$ cat src/rtl/collector_port_scheduler_if.sv
// Bundle of every handshake/bus signal around the collector port scheduler.
//   req_*     : flit sources (router ejection ports) -> scheduler
//   col_*     : scheduler <-> NoC packet collector
//   pkt_*     : held packet stream -> core-side consumer
//   delivered_cnt / overflow_err : status
// Modports: slave = the scheduler itself, master = the environment around it.
interface collector_port_scheduler_if #(
   parameter int NODE_COUNT      = 8,
   parameter int PACKET_ID_WIDTH = 5,
   parameter int REQ_COUNT       = 4
);
   localparam int NODE_W = $clog2(NODE_COUNT);
   localparam int ID_W   = PACKET_ID_WIDTH;
   localparam int FLIT_W = 2*NODE_W + ID_W + 19;

   logic [REQ_COUNT-1:0]        req_valid;
   logic [REQ_COUNT*FLIT_W-1:0] req_flit;
   logic [REQ_COUNT-1:0]        req_ready;
   logic [FLIT_W:0]             col_flit;
   logic                        col_ready;
   logic                        col_send;
   logic                        col_valid_out;
   logic [67:0]                 col_packet;
   logic [NODE_W-1:0]           col_node_start;
   logic [NODE_W-1:0]           col_node_dest;
   logic [ID_W-1:0]             col_packet_id;
   logic                        pkt_valid;
   logic                        pkt_ready;
   logic [67:0]                 pkt_data;
   logic [NODE_W-1:0]           pkt_node_start;
   logic [NODE_W-1:0]           pkt_node_dest;
   logic [ID_W-1:0]             pkt_id;
   logic [15:0]                 delivered_cnt;
   logic                        overflow_err;

   modport slave (
      input  req_valid, req_flit, col_ready, col_valid_out, col_packet,
             col_node_start, col_node_dest, col_packet_id, pkt_ready,
      output req_ready, col_flit, col_send, pkt_valid, pkt_data,
             pkt_node_start, pkt_node_dest, pkt_id, delivered_cnt, overflow_err
   );

   modport master (
      output req_valid, req_flit, col_ready, col_valid_out, col_packet,
             col_node_start, col_node_dest, col_packet_id, pkt_ready,
      input  req_ready, col_flit, col_send, pkt_valid, pkt_data,
             pkt_node_start, pkt_node_dest, pkt_id, delivered_cnt, overflow_err
   );
endinterface

$ cat src/rtl/collector_port_scheduler.sv
// Collector port scheduler.
//   Ingress: round-robin arbitration of REQ_COUNT flit sources into a one-entry
//            output register feeding the collector's single flit input.
//   Egress : drives the collector's send_signal and turns its one-cycle
//            valid_out pulse into a held valid/ready packet for the consumer.
// Ports:
//   clk  : clock
//   rst  : synchronous active-high reset (wins over ce)
//   ce   : clock enable, freezes all state when low
//   bus  : collector_port_scheduler_if.slave (req_*, col_*, pkt_*, status)
//
// Egress state (derived from in_flight / pkt_valid):
//   state            | meaning
//   idle  (0,0)      | col_send asserted, waiting to request a packet
//   sent  (1,0)      | one cycle after a send; col_send held low
//   hold  (x,1)      | packet held for consumer; no new send until popped
module collector_port_scheduler #(
   parameter int NODE_COUNT      = 8,
   parameter int PACKET_ID_WIDTH = 5,
   parameter int REQ_COUNT       = 4
) (
   input  logic                          clk,
   input  logic                          rst,
   input  logic                          ce,
   collector_port_scheduler_if.slave     bus
);
   localparam int NODE_W = $clog2(NODE_COUNT);
   localparam int ID_W   = PACKET_ID_WIDTH;
   localparam int FLIT_W = 2*NODE_W + ID_W + 19;
   localparam int PTR_W  = $clog2(REQ_COUNT);

   logic [FLIT_W-1:0]    out_q;
   logic                 out_valid;
   logic [PTR_W-1:0]     rr_ptr;
   logic                 in_flight;
   logic                 pkt_valid;
   logic [67:0]          pkt_data;
   logic [NODE_W-1:0]    pkt_node_start;
   logic [NODE_W-1:0]    pkt_node_dest;
   logic [ID_W-1:0]      pkt_id;
   logic [15:0]          delivered_cnt;
   logic                 overflow_err;

   logic                 can_load;
   logic                 accept;
   logic                 grant_found;
   logic [PTR_W-1:0]     grant_idx;
   logic [PTR_W-1:0]     grant_next;
   logic [FLIT_W-1:0]    grant_flit;
   logic [REQ_COUNT-1:0] req_ready_c;
   logic [PTR_W:0]       scan_sum;
   logic [PTR_W-1:0]     scan_idx;
   logic                 col_send_c;
   logic                 pop;

   // rst gates the combinational outputs so a reset cycle never shows a grant
   // or a send request.
   assign can_load   = ce && !rst && (!out_valid || bus.col_ready);
   assign accept     = ce && out_valid && bus.col_ready;
   assign col_send_c = ce && !rst && !pkt_valid && !in_flight;
   assign pop        = ce && pkt_valid && bus.pkt_ready;

   always_comb begin
      grant_found = 1'b0;
      grant_idx   = '0;
      grant_flit  = '0;
      req_ready_c = '0;
      scan_sum    = '0;
      scan_idx    = '0;
      if (can_load) begin
         for (int i = 0; i < REQ_COUNT; i++) begin
            scan_sum = {1'b0, rr_ptr} + (PTR_W+1)'(i);
            if (scan_sum >= (PTR_W+1)'(REQ_COUNT))
               scan_sum = scan_sum - (PTR_W+1)'(REQ_COUNT);
            scan_idx = scan_sum[PTR_W-1:0];
            if (!grant_found && bus.req_valid[scan_idx]) begin
               grant_found           = 1'b1;
               grant_idx             = scan_idx;
               grant_flit            = bus.req_flit[int'(scan_idx)*FLIT_W +: FLIT_W];
               req_ready_c[scan_idx] = 1'b1;
            end
         end
      end
   end

   assign grant_next = (grant_idx == PTR_W'(REQ_COUNT-1)) ? '0 : grant_idx + PTR_W'(1);

   always_ff @(posedge clk) begin
      if (rst) begin
         out_q          <= '0;
         out_valid      <= 1'b0;
         rr_ptr         <= '0;
         in_flight      <= 1'b0;
         pkt_valid      <= 1'b0;
         pkt_data       <= '0;
         pkt_node_start <= '0;
         pkt_node_dest  <= '0;
         pkt_id         <= '0;
         delivered_cnt  <= '0;
         overflow_err   <= 1'b0;
      end else if (ce) begin
         if (grant_found) begin
            out_valid <= 1'b1;
            out_q     <= grant_flit;
            rr_ptr    <= grant_next;
         end else if (accept) begin
            out_valid <= 1'b0;
         end

         in_flight <= col_send_c;

         if (pop)
            delivered_cnt <= delivered_cnt + 16'd1;

         // A pulse landing on the pop cycle takes the freed slot, so pkt_valid
         // stays set and nothing is dropped.
         if (bus.col_valid_out && (!pkt_valid || pop)) begin
            pkt_valid      <= 1'b1;
            pkt_data       <= bus.col_packet;
            pkt_node_start <= bus.col_node_start;
            pkt_node_dest  <= bus.col_node_dest;
            pkt_id         <= bus.col_packet_id;
         end else if (bus.col_valid_out) begin
            overflow_err <= 1'b1;
         end else if (pop) begin
            pkt_valid <= 1'b0;
         end
      end
   end

   assign bus.req_ready      = req_ready_c;
   assign bus.col_flit       = {out_valid, out_q};
   assign bus.col_send       = col_send_c;
   assign bus.pkt_valid      = pkt_valid;
   assign bus.pkt_data       = pkt_data;
   assign bus.pkt_node_start = pkt_node_start;
   assign bus.pkt_node_dest  = pkt_node_dest;
   assign bus.pkt_id         = pkt_id;
   assign bus.delivered_cnt  = delivered_cnt;
   assign bus.overflow_err   = overflow_err;
endmodule

$ cat src/flat_wrapper.sv
// flat-port wrapper written by rule: the top's interface ports become plain ports
module collector_port_scheduler_flat 
#(
   parameter int NODE_COUNT      = 8,
   parameter int PACKET_ID_WIDTH = 5,
   parameter int REQ_COUNT       = 4
)
  (clk, rst, ce, bus_req_valid, bus_req_flit, bus_col_ready, bus_col_valid_out, bus_col_packet, bus_col_node_start, bus_col_node_dest, bus_col_packet_id, bus_pkt_ready, bus_req_ready, bus_col_flit, bus_col_send, bus_pkt_valid, bus_pkt_data, bus_pkt_node_start, bus_pkt_node_dest, bus_pkt_id, bus_delivered_cnt, bus_overflow_err);
  collector_port_scheduler_if #(.NODE_COUNT(NODE_COUNT), .PACKET_ID_WIDTH(PACKET_ID_WIDTH), .REQ_COUNT(REQ_COUNT)) bus_i ();
  input  logic clk;
  input  logic rst;
  input  logic ce;
  input wire logic [$bits(bus_i.req_valid)-1:0] bus_req_valid;
  input wire logic [$bits(bus_i.req_flit)-1:0] bus_req_flit;
  input wire logic [$bits(bus_i.col_ready)-1:0] bus_col_ready;
  input wire logic [$bits(bus_i.col_valid_out)-1:0] bus_col_valid_out;
  input wire logic [$bits(bus_i.col_packet)-1:0] bus_col_packet;
  input wire logic [$bits(bus_i.col_node_start)-1:0] bus_col_node_start;
  input wire logic [$bits(bus_i.col_node_dest)-1:0] bus_col_node_dest;
  input wire logic [$bits(bus_i.col_packet_id)-1:0] bus_col_packet_id;
  input wire logic [$bits(bus_i.pkt_ready)-1:0] bus_pkt_ready;
  output wire logic [$bits(bus_i.req_ready)-1:0] bus_req_ready;
  output wire logic [$bits(bus_i.col_flit)-1:0] bus_col_flit;
  output wire logic [$bits(bus_i.col_send)-1:0] bus_col_send;
  output wire logic [$bits(bus_i.pkt_valid)-1:0] bus_pkt_valid;
  output wire logic [$bits(bus_i.pkt_data)-1:0] bus_pkt_data;
  output wire logic [$bits(bus_i.pkt_node_start)-1:0] bus_pkt_node_start;
  output wire logic [$bits(bus_i.pkt_node_dest)-1:0] bus_pkt_node_dest;
  output wire logic [$bits(bus_i.pkt_id)-1:0] bus_pkt_id;
  output wire logic [$bits(bus_i.delivered_cnt)-1:0] bus_delivered_cnt;
  output wire logic [$bits(bus_i.overflow_err)-1:0] bus_overflow_err;
  assign bus_i.req_valid = bus_req_valid;
  assign bus_i.req_flit = bus_req_flit;
  assign bus_i.col_ready = bus_col_ready;
  assign bus_i.col_valid_out = bus_col_valid_out;
  assign bus_i.col_packet = bus_col_packet;
  assign bus_i.col_node_start = bus_col_node_start;
  assign bus_i.col_node_dest = bus_col_node_dest;
  assign bus_i.col_packet_id = bus_col_packet_id;
  assign bus_i.pkt_ready = bus_pkt_ready;
  assign bus_req_ready = bus_i.req_ready;
  assign bus_col_flit = bus_i.col_flit;
  assign bus_col_send = bus_i.col_send;
  assign bus_pkt_valid = bus_i.pkt_valid;
  assign bus_pkt_data = bus_i.pkt_data;
  assign bus_pkt_node_start = bus_i.pkt_node_start;
  assign bus_pkt_node_dest = bus_i.pkt_node_dest;
  assign bus_pkt_id = bus_i.pkt_id;
  assign bus_delivered_cnt = bus_i.delivered_cnt;
  assign bus_overflow_err = bus_i.overflow_err;
  collector_port_scheduler #(.NODE_COUNT(NODE_COUNT), .PACKET_ID_WIDTH(PACKET_ID_WIDTH), .REQ_COUNT(REQ_COUNT)) u_core (.clk(clk), .rst(rst), .ce(ce), .bus(bus_i));
endmodule
$ cat config.mk
export PLATFORM = sky130hd
export DESIGN_NAME = collector_port_scheduler_flat
export DESIGN_NICKNAME = d
export VERILOG_FILES = /design/src/rtl/collector_port_scheduler_if.sv /design/src/rtl/collector_port_scheduler.sv /design/src/flat_wrapper.sv
export SDC_FILE = /design/constraint.sdc
export NUM_CORES = 1
export LEC_CHECK = 0
export ABC_AREA = 1
export CAP_MARGIN = 20
export CORE_UTILIZATION = 27
export CTS_CLUSTER_DIAMETER = 30
export DETAILED_ROUTE_END_ITERATION = 12
export GPL_TIMING_DRIVEN = 0
export PLACE_DENSITY_LB_ADDON = 0.12
export SYNTH_ARGS = -nofsm -noshare
export SYNTH_HDL_FRONTEND = slang
export SYNTH_SLANG_ARGS = --single-unit
$ cat constraint.sdc
create_clock -name clk -period 3.9 [get_ports clk]
set_clock_uncertainty 0.2 [all_clocks]
set_input_delay 0.39 -clock clk [delete_from_list [all_inputs] [get_ports clk]]
set_output_delay 0.39 -clock clk [all_outputs]
set_load 0.1 [all_outputs]
# [After elaboration in Yosys (flattened, before gate mapping)]
# Cells that the tools add are included.
[op_classes] add_sub_neg=9 multipliers=4 order_cmp=12 n_eq_ne=2 shifts=4 n_mux=56 n_bitwise=4 n_reduce_logical=33
[op_table] op="120-bit by 32-bit variable part select with 30-bit output" count=4
[op_table] op="30-bit two-way mux" count=5
[op_table] op="4-bit two-way mux" count=8
[op_table] op="2-bit two-way mux" count=14
[op_table] op="2-bit by 4-bit multiplier with 6-bit output (second input constant)" count=4
[op_table] op="1-bit two-way mux" count=21
[op_table] op="16-bit by 1-bit adder with 16-bit output (second input constant)" count=1
[op_table] op="1-bit logical AND" count=16
[op_table] op="2-bit by 3-bit < comparator with 1-bit output (second input constant)" count=4
[op_table] op="4-bit bitwise OR" count=3
[op_table] op="3-bit >= comparator (second input constant)" count=3
[op_table] op="1-bit binary-select mux with 2-bit select" count=4
[op_table] op="1-bit demux with 2-bit select" count=4
[op_table] op="2-bit by 1-bit >= comparator with 1-bit output (second input constant)" count=4
[op_table] op="2-bit AND reduction" count=4
[op_table] op="2-bit by 1-bit subtractor with 2-bit output (second input constant)" count=4
[op_table] op="1-bit zero test" count=7
[op_table] op="2-bit by 2-bit adder with 3-bit output (second input constant)" count=2
[op_table] op="3-bit AND reduction" count=2
[op_table] op="2-bit nonzero test" count=2
[op_table] op="2-bit by 1-bit adder with 3-bit output (second input constant)" count=1
[op_table] op="2-bit by 3-bit >= comparator with 1-bit output (second input constant)" count=1
[op_table] op="2-bit by 1-bit adder with 2-bit output (second input constant)" count=1
[op_table] op="2-bit == test (second input constant)" count=1
[op_table] op="3 further kinds" count=4
[word_totals] reg_bits=131 in_bits=209 output_inout_bits=133 elab_cells=135

# [Logic depth before layout (Yosys ltp)]
# Gate-level depths: netlist of the first run.
[logic_depth] word_depth=22 ltp_mapped=18 ltp_nobuf=13

# [Worst setup path after synthesis of the first run]
# No wires, ideal clock.
[synth_path] path_type="reg-to-output" from="register u_core.rr_ptr[1]" to="output port bus_req_ready[0]" t_arrival_ns=2.939 required_ns=3.310 slack_ns=0.371 path_stages_with_launch=16 n_path_buf=6 cell_sequence="dfxtp_1 -> buf_2 -> inv_1 -> buf_2 -> buf_1 -> ha_1 -> buf_2 -> inv_2 -> buf_2 -> nand2_1 -> nand2_2 -> nand4_4 -> buf_2 -> o21ai_1 -> nand2_1 -> inv_1"
[synth_via] elab_chain_cells=19 elab_cells_between_ends=70 classes_between="add/sub (7); order compare (12); mux (38); bitwise (3); reduce/logical (10)"
[synth_rtl] element="start: declaration" line_no="collector_port_scheduler.sv:34" rtl="logic [PTR_W-1:0] rr_ptr;"
[synth_rtl] element="start signal: assignment" line_no="collector_port_scheduler.sv:105" rtl="rr_ptr <= grant_next;"
[synth_rtl] element="branches (longest 17 deep; another with 2-bit by 1-bit adder with 3-bit output)"
[synth_rtl] element="4-bit two-way mux (*)" line_no="collector_port_scheduler.sv:76" rtl="if (!grant_found && bus.req_valid[scan_idx]) begin"
[synth_rtl] element="4-bit two-way mux (*)" line_no="collector_port_scheduler.sv:70" rtl="if (can_load) begin"
[synth_rtl] element="end: declaration" line_no="flat_wrapper.sv:22" rtl="output wire logic [$bits(bus_i.req_ready)-1:0] bus_req_ready;"
# Mark *: on every way between the ends. The select of a mux whose other input is x is not followed.

# [Final worst setup path of the first run]
[layout_path] from="register u_core.rr_ptr[1]" to="output port bus_req_ready[2]"
# The elaborated chain is that of the path after synthesis.

==> impl_summary.txt, run 1 <==
----------------------------------------------------
[Layout]
  Post-route cell area ... 0.0132 mm2
  Final cell count without fillers ... around 2.2k
  Most frequent cells in the layout ... sky130_fd_sc_hd__clkdlybuf4s50_1 (337), sky130_fd_sc_hd__nor2_1 (281), sky130_fd_sc_hd__nand2_1 (232), sky130_fd_sc_hd__o21ai_0 (174), sky130_fd_sc_hd__dfxtp_1 (131)
  Most common cell after layout, fill and taps aside ... sky130_fd_sc_hd__clkdlybuf4s50_1
  Final #Nets ... 1957
  Fraction of layout cells with a size suffix above 1 ... 6.56%
  Synth-to-Final Area Change ... 52.9%

[Timing]
  Rel. slew slack ... 26.7%
  Shortest clock period the worst path allows after layout ... 3.68 ns
  Final setup fails ... 0
  Final hold violation count ... 0
  Final worst path period share ... roughly 94%
  Worst slew pin tran ... 1.10 ns
  Worst hold margin ... 0.293 ns
  Fin. max-slew vios ... 0
  Setup repair after global routing missed its margin ... no
  Highest achievable clock rate ... 272 MHz

[Critical path]
  Maximum fanout along the worst path ... 21
  Startpoint kind of the worst setup timing path ... flop
  Capture point of the worst reg-to-reg path ... u_core.out_q[1]
  Worst path required time ... 3.31 ns
  Arrival time reported for the critical path endpoint ... 3.09 ns
  Reg-to-Reg Start ... u_core.rr_ptr[1]
  Classification of the worst setup path ... reg2out
  Crit. End Element ... output port
  Number of cells on the worst reg-to-reg path ... 11
  Flop2flop setup slack ... 0.63 ns

[Clock network]
  TritonCTS Buffers ... 17
  Root buffer cell ... sky130_fd_sc_hd__clkbuf_16
  Deepest level of the CTS H-tree ... 4
  Hold-fix buffer count after cts ... 0
  Buffer levels on the longest clock path ... 2
  Count of clock tree sinks ... roughly 130
  Clk slew on worst S/H paths ... approximately 0.060 ns
  CTS tree ... built
  Clock insertion delay at the later pin of the skew report ... 0.43 ns

[Global route]
  Combined global-route utilization of all metal layers ... approximately 24%
  Largest net degree at the start of global routing ... 22
  First-pass GRT wire length ... between 60 and 70 mm
  Vias in the first global route ... 10.7k
  Leftover overflow at the end of global routing ... 0
  Number of antenna violations at the first check in global routing ... 4

[Floorplanning]
  Overall die height ... 181 um
  Die outline width ... 181 um
  Row count ... 65
  Starting density of the core ... a little over a quarter
  Area of the placeable core ... ~0.031 mm2
  Ports placed on the boundary ... roughly 340
  Floorplan die area ... 0.0326 mm2

[Yosys]
  Sequential cell area fraction in the yosys report ... 30.4%
  Synth cell types ... 40
  Post-synthesis sequential element count ... 131
  Average instance area after synthesis ... ~6.2 um2
  Share of synthesized flip-flops with an asynchronous set or reset ... 0%
  Ys Warns ... 0
  Leading register cell type out of synthesis ... sky130_fd_sc_hd__dfxtp_1
  Syn_nets ... around 1.6k
  Cell count after synthesis ... ~1.4k
  Syn Std Cell Area ... 0.00862 mm2
  Number of flops mapped to enable cells by yosys ... 0

[Routing]
  Total via count in the routed design ... 10.7k
  Routed wire length ... 40.3 mm
  Iteration-0 DRC count of the detailed router ... ~790
  Post-detailed-route DRC marker count ... 0
  Post-route ant nets ... 0
  Routed wirelength normalized by instance count ... 18.7 um
  Vias per cell ... 4.98
  Count of TritonRoute iterations in the first routing pass ... 6

[Power and ir drop]
  Power density normalized to cell area ... 424 mW/mm2
  Worst vdd ir ... 252 uV
  Leakage Power ... 5.43 nW

[Flow run]
  Number of max-cap violations ... 0

[Hold path]
  Hold endpoint ... u_core.in_flight
  HP Start ... u_core.in_flight
  Hold crit path type ... reg2reg
  WHS Path Cells ... 2

[Run status]
  Run status ... completed

[Placed design]
  Post-placement cell area ... approximately 0.013 mm2
  I/O Buffers ... 341
  Final Wtd Congestion ... 0.914
  Placed cell count ... 2124
  Detailed placer's ending HPWL ... around 31 mm

----------------------------------------------------
## synth_stat cells (12+ instances only)
cell type / n / area [um2]
sky130_fd_sc_hd__a21oi_1: 52 / 260
sky130_fd_sc_hd__buf_2: 21 / 105
sky130_fd_sc_hd__buf_6: 12 / 135
sky130_fd_sc_hd__clkbuf_1: 53 / 199
sky130_fd_sc_hd__dfxtp_1: 131 / 2620
sky130_fd_sc_hd__inv_1: 81 / 304
sky130_fd_sc_hd__mux2i_1: 34 / 340
sky130_fd_sc_hd__nand2_1: 232 / 871
sky130_fd_sc_hd__nand3_1: 46 / 230
sky130_fd_sc_hd__nor2_1: 281 / 1050
sky130_fd_sc_hd__o211ai_1: 30 / 225
sky130_fd_sc_hd__o21ai_0: 174 / 871
sky130_fd_sc_hd__o21ai_1: 126 / 631
sky130_fd_sc_hd__o31ai_1: 12 / 90.1
sky130_fd_sc_hd__or2_2: 14 / 87.6
## registers in the layout, summed over array words and instances, names as in the netlist
| name | flops |
|---|---|
| u_core.bus.pkt_data | 68 |
| u_core.bus.pkt_id | 5 |
| u_core.bus.pkt_valid | 1 |
| u_core.out_q | 30 |
| u_core.rr_ptr | 2 |
| u_core.bus.overflow_err | 1 |
| u_core.in_flight | 1 |
| u_core.bus.delivered_cnt | 16 |
| u_core.bus.pkt_node_dest | 3 |
| u_core.bus.pkt_node_start | 3 |
| u_core.out_valid | 1 |
## cell families (layout without fill, tap and decap cells)
| kind of cell | Yosys count | count (layout) | share of synthesized area [%] |
|---|---|---|---|
| and+or+nand+nor | 608 | 608 | 29.1 |
| AOI/OAI and AO/OA | 403 | 403 | 24.9 |
| buffers and inverters | 194 | 567 | 10.2 |
| DFF | 131 | 131 | 30.4 |
| muxes | 34 | 34 | 3.95 |
| adders and majority gates | 7 | 7 | 1.02 |
| xor gates and xnor gates | 4 | 4 | 0.406 |
| other | 0 | 2 | 0 |
## routing by layer
| layer | up-vias | global-route usage, % | share of wire, % |
|---|---|---|---|
| met2 | 503 | 40.9 | 47 |
| met4 | 2 | 9.30 | 2.6 |
| met3 | 61 | 7.30 | 9.3 |
| met5 | - | 0 | 0.032 |
| li1 | 5280 | - | - |
| met1 | 4898 | 29.3 | 41 |
## through the flow
stage               worst slack, ns  utilization (%)  TNS [ns]  total power, mW
CTS                          0.0263             41.8         0             5.60
floorplan                     0.371                -         0             3.12
global route                 0.0200             41.9         0             5.86
detailed placement            -1.11             39.8     -4.38             3.91
finish                        0.222             41.9         0             5.59
global placement              -1.07             39.8     -4.21             3.90
## how the worst max path moves through the flow
| stage | from | endpoint | cells after the start |
|---|---|---|---|
| after floorplan | u_core.rr_ptr[1] | bus_req_ready[0] | 15 |
| after global placement | u_core.rr_ptr[1] | bus_req_ready[1] | 16 |
| after detailed placement | u_core.rr_ptr[1] | bus_req_ready[1] | 16 |
| after CTS | u_core.rr_ptr[1] | bus_req_ready[1] | 15 |
| after global routing | u_core.rr_ptr[1] | bus_req_ready[0] | 15 |
| final | u_core.rr_ptr[1] | bus_req_ready[2] | 15 |
## power by group
group	internal (mW)	leakage (nW)	total, mW	switching (mW)
logic	0.754	4.07	2.43	1.68
registers	1.43	1.08	1.49	0.0594
clock network	0.973	0.280	1.67	0.696
total	3.16	5.43	5.59	2.43
## timing repair
| action | in CTS | in global routing |
|---|---|---|
| buffers inserted | 0 | 2 |
| hold endpoints to repair | 0 | 0 |
| gates resized for setup | 35 | 4 |
| pin swaps | 0 | 1 |
| setup endpoints to repair | 4 | 4 |
## layout make-up
type	count	area, um2
clock inverters	12	146
well taps	402	503
diodes	2	5.00
multi-input cells	1056	5130
inverters	91	344
plain buffers	101	546
flip-flops and latches	131	2620
fillers	3273	18300
repair buffers	343	3440
clock buffers	20	447
## worst max-delay path: stages, from the launching register on
cell	delay, ns
sky130_fd_sc_hd__dfxtp_1	0.41
sky130_fd_sc_hd__buf_6	0.18
sky130_fd_sc_hd__inv_1	0.06
sky130_fd_sc_hd__buf_4	0.22
sky130_fd_sc_hd__ha_1	0.30
sky130_fd_sc_hd__clkbuf_4	0.20
sky130_fd_sc_hd__inv_2	0.08
sky130_fd_sc_hd__buf_4	0.17
sky130_fd_sc_hd__nand2_1	0.08
sky130_fd_sc_hd__nand2_2	0.10
sky130_fd_sc_hd__nand4_4	0.14
sky130_fd_sc_hd__buf_6	0.19
sky130_fd_sc_hd__o21ai_1	0.15
sky130_fd_sc_hd__nand2_1	0.06
sky130_fd_sc_hd__inv_1	0.10
sky130_fd_sc_hd__buf_8	0.20
No activity file was read; power rests on OpenSTA's default activity.
==> inputs of run 2 (changes only) <==
--- a/config.mk
+++ b/config.mk
@@ -7,6 +7,7 @@
 export LEC_CHECK = 0
 export ABC_AREA = 1
 export CAP_MARGIN = 20
+export CORE_ASPECT_RATIO = 1.4
 export CORE_UTILIZATION = 27
 export CTS_CLUSTER_DIAMETER = 30
 export DETAILED_ROUTE_END_ITERATION = 12
==> impl_summary.txt, run 2 (synthesis gave the netlist of run 1 again) <==
----------------------------------------------------
[Run status]
  Run status ... completed

[Timing]
  Shortest clock period the worst path allows after layout ... 3.71 ns
  Final setup fails ... 0
  Fin. max-slew vios ... 0
  Rel. slew slack ... between 20% and 30%
  Final hold violation count ... 0
  Worst slew pin tran ... 1.16 ns
  Worst-case setup margin in the final layout ... around 0.19 ns
  Final worst path period share ... 95.1%
  Highest achievable clock rate ... 270 MHz
  Setup repair after global routing missed its margin ... no

[Flow run]
  Number of max-cap violations ... 0

[Critical path]
  Number of cells on the worst reg-to-reg path ... 11
  Critical path startpoint ... u_core.rr_ptr[1]
  Reg-to-Reg Start ... u_core.rr_ptr[1]
  Bufs and invs on worst path ... 8
  Maximum fanout along the worst path ... 21
  Crit. End Element ... output port
  Worst path required time ... between 3 and 4 ns
  Classification of the worst setup path ... reg2out
  Arrival time reported for the critical path endpoint ... 3.12 ns
  Most frequent CP cell ... sky130_fd_sc_hd__inv_1
  Capture point of the worst reg-to-reg path ... u_core.out_q[9]
  Maximum single-stage delay on the critical path ... between 0.3 and 0.4 ns
  CP cell instances ... buf_4, inv_1, buf_4, ha_1, clkbuf_4, inv_2, nand3_2, nand2_4, nor2_2, inv_1, o21ai_0, a21oi_1, o21ai_1, nand2_1, inv_1, buf_8
  Crit path max-delay cell type ... sky130_fd_sc_hd__dfxtp_1
  Family with the most delay on the worst path ... buffers and inverters
  Startpoint kind of the worst setup timing path ... flop
  Flop2flop setup slack ... about 0.57 ns

[Floorplanning]
  Die outline width ... 153 um
  Area of the placeable core ... 0.0315 mm2
  Ports placed on the boundary ... 342
  Floorplan die area ... 0.0327 mm2
  Starting density of the core ... 27.4%
  Overall die height ... 213 um
  Row count ... 77

[Routing]
  Routed wirelength normalized by instance count ... 18.8 um
  Total via count in the routed design ... 10.7k
  Post-route ant nets ... 0
  Vias per cell ... 4.97
  Post-detailed-route DRC marker count ... 0
  Iteration-0 DRC count of the detailed router ... roughly 630
  Count of TritonRoute iterations in the first routing pass ... 5
  Routed wire length ... 40.3 mm

[Layout]
  Top register by number of flip-flops ... u_core.bus.pkt_data
  Synth-to-Final Area Change ... 52.0%
  Max FFs per register ... 68
  Final #Nets ... 1956
  Filler cell count ... ~3.3k
  Most frequent cells in the layout ... sky130_fd_sc_hd__clkdlybuf4s50_1 (337), sky130_fd_sc_hd__nor2_1 (281), sky130_fd_sc_hd__nand2_1 (232), sky130_fd_sc_hd__o21ai_0 (174), sky130_fd_sc_hd__dfxtp_1 (131)
  Top flop regs ... u_core.bus.pkt_data: 68 flops, u_core.out_q: 30 flops, u_core.bus.delivered_cnt: 16 flops
  Fraction of layout cells with a size suffix above 1 ... 6.45%
  Most common cell after layout, fill and taps aside ... sky130_fd_sc_hd__clkdlybuf4s50_1

[Global route]
  Number of antenna violations at the first check in global routing ... 7
  First-pass GRT wire length ... 60.7 mm
  Largest net degree at the start of global routing ... 22
  Vias in the first global route ... 10.6k
  Leftover overflow at the end of global routing ... 0
  Combined global-route utilization of all metal layers ... between 20 and 25%

[Clock network]
  Clock insertion delay at the later pin of the skew report ... approximately 0.44 ns
  Hold-fix buffer count after cts ... 0
  Root buffer cell ... sky130_fd_sc_hd__clkbuf_16
  CTS tree ... built
  Deepest level of the CTS H-tree ... 4
  Clk slew on worst S/H paths ... 0.06 ns
  Buffer levels on the longest clock path ... 2
  TritonCTS Buffers ... 17
  Count of clock tree sinks ... ~130

[Power and ir drop]
  Power consumption ... 5.47 mW
  Worst vdd ir ... 305 uV
  Power density normalized to cell area ... 417 mW/mm2
  Leakage Power ... 5.40 nW

[Placed design]
  Pre-CTS setup slack ... -1.14 ns
  Detailed placer's ending HPWL ... roughly 32 mm
  Final Wtd Congestion ... 0.968
  I/O Buffers ... 341

[Hold path]
  Hold crit path type ... reg2reg
  HP Start ... u_core.bus.overflow_err
  Hold endpoint ... u_core.bus.overflow_err
  WHS Path Cells ... 2

----------------------------------------------------
## run 2: what timing repair did
action                                  in CTS  in global routing
pin swaps                                    0                  1
endpoints found under the setup margin       4                  4
buffers inserted                             0                  1
gates resized for setup                     32                  5
## run 2: worst min-delay path: stages (launching register included)
cell and delay [ns]:
sky130_fd_sc_hd__dfxtp_1 0.33, sky130_fd_sc_hd__a31oi_1 0.05, sky130_fd_sc_hd__nor2_1 0.07
## run 2: layout make-up
cell class              count  area, um2  share of cell area [%]
multi-input cells        1056       5120                    39.1
inverters                  91        344                    2.63
diodes                      1       2.50                  0.0191
plain buffers             101        542                    4.13
clock buffers              19        433                    3.30
clock inverters            12        108                   0.821
flip-flops and latches    131       2620                    20.0
repair buffers            342       3440                    26.2
well taps                 395        494                    3.77
## run 2: how the worst max path moves through the flow
stage               slack (ns)  cells past startpoint          endpoint
finish                    0.19                     16  bus_req_ready[1]
global route              0.02                     16  bus_req_ready[1]
CTS                       0.04                     15  bus_req_ready[1]
detailed placement       -1.14                     16  bus_req_ready[1]
global placement         -1.08                     16  bus_req_ready[1]
floorplan                 0.37                     15  bus_req_ready[0]
## run 2: per-stage QoR
stage / hold slack, ns / cells / TNS [ns] / utilization (%) / area (um2)
finish: 0.278 / 2148 / 0 / 41.6 / 13100
global route: 0.321 / 2147 / 0 / 41.6 / 13100
CTS: 0.285 / 2146 / 0 / 41.5 / 13100
detailed placement: 0.267 / 2117 / -4.51 / 39.8 / 12500
global placement: 0.259 / 2117 / -4.31 / 39.8 / 12500
floorplan: 0.258 / 1381 / 0 / - / 8620
## run 2: power breakdown
group	switching, mW	internal (mW)
Combinational	1.68	0.752
Sequential	0.0555	1.43
Clock	0.667	0.874
## run 2: routing by layer
metal / global-route usage (%) / part of all wire, % / routed length (um)
met3: 8.29 / 9.5 / 3830
met2: 44.6 / 49 / 19800
met4: 12.2 / 3.8 / 1530
met1: 25.6 / 38 / 15100
met5: 0 / 0.16 / 66
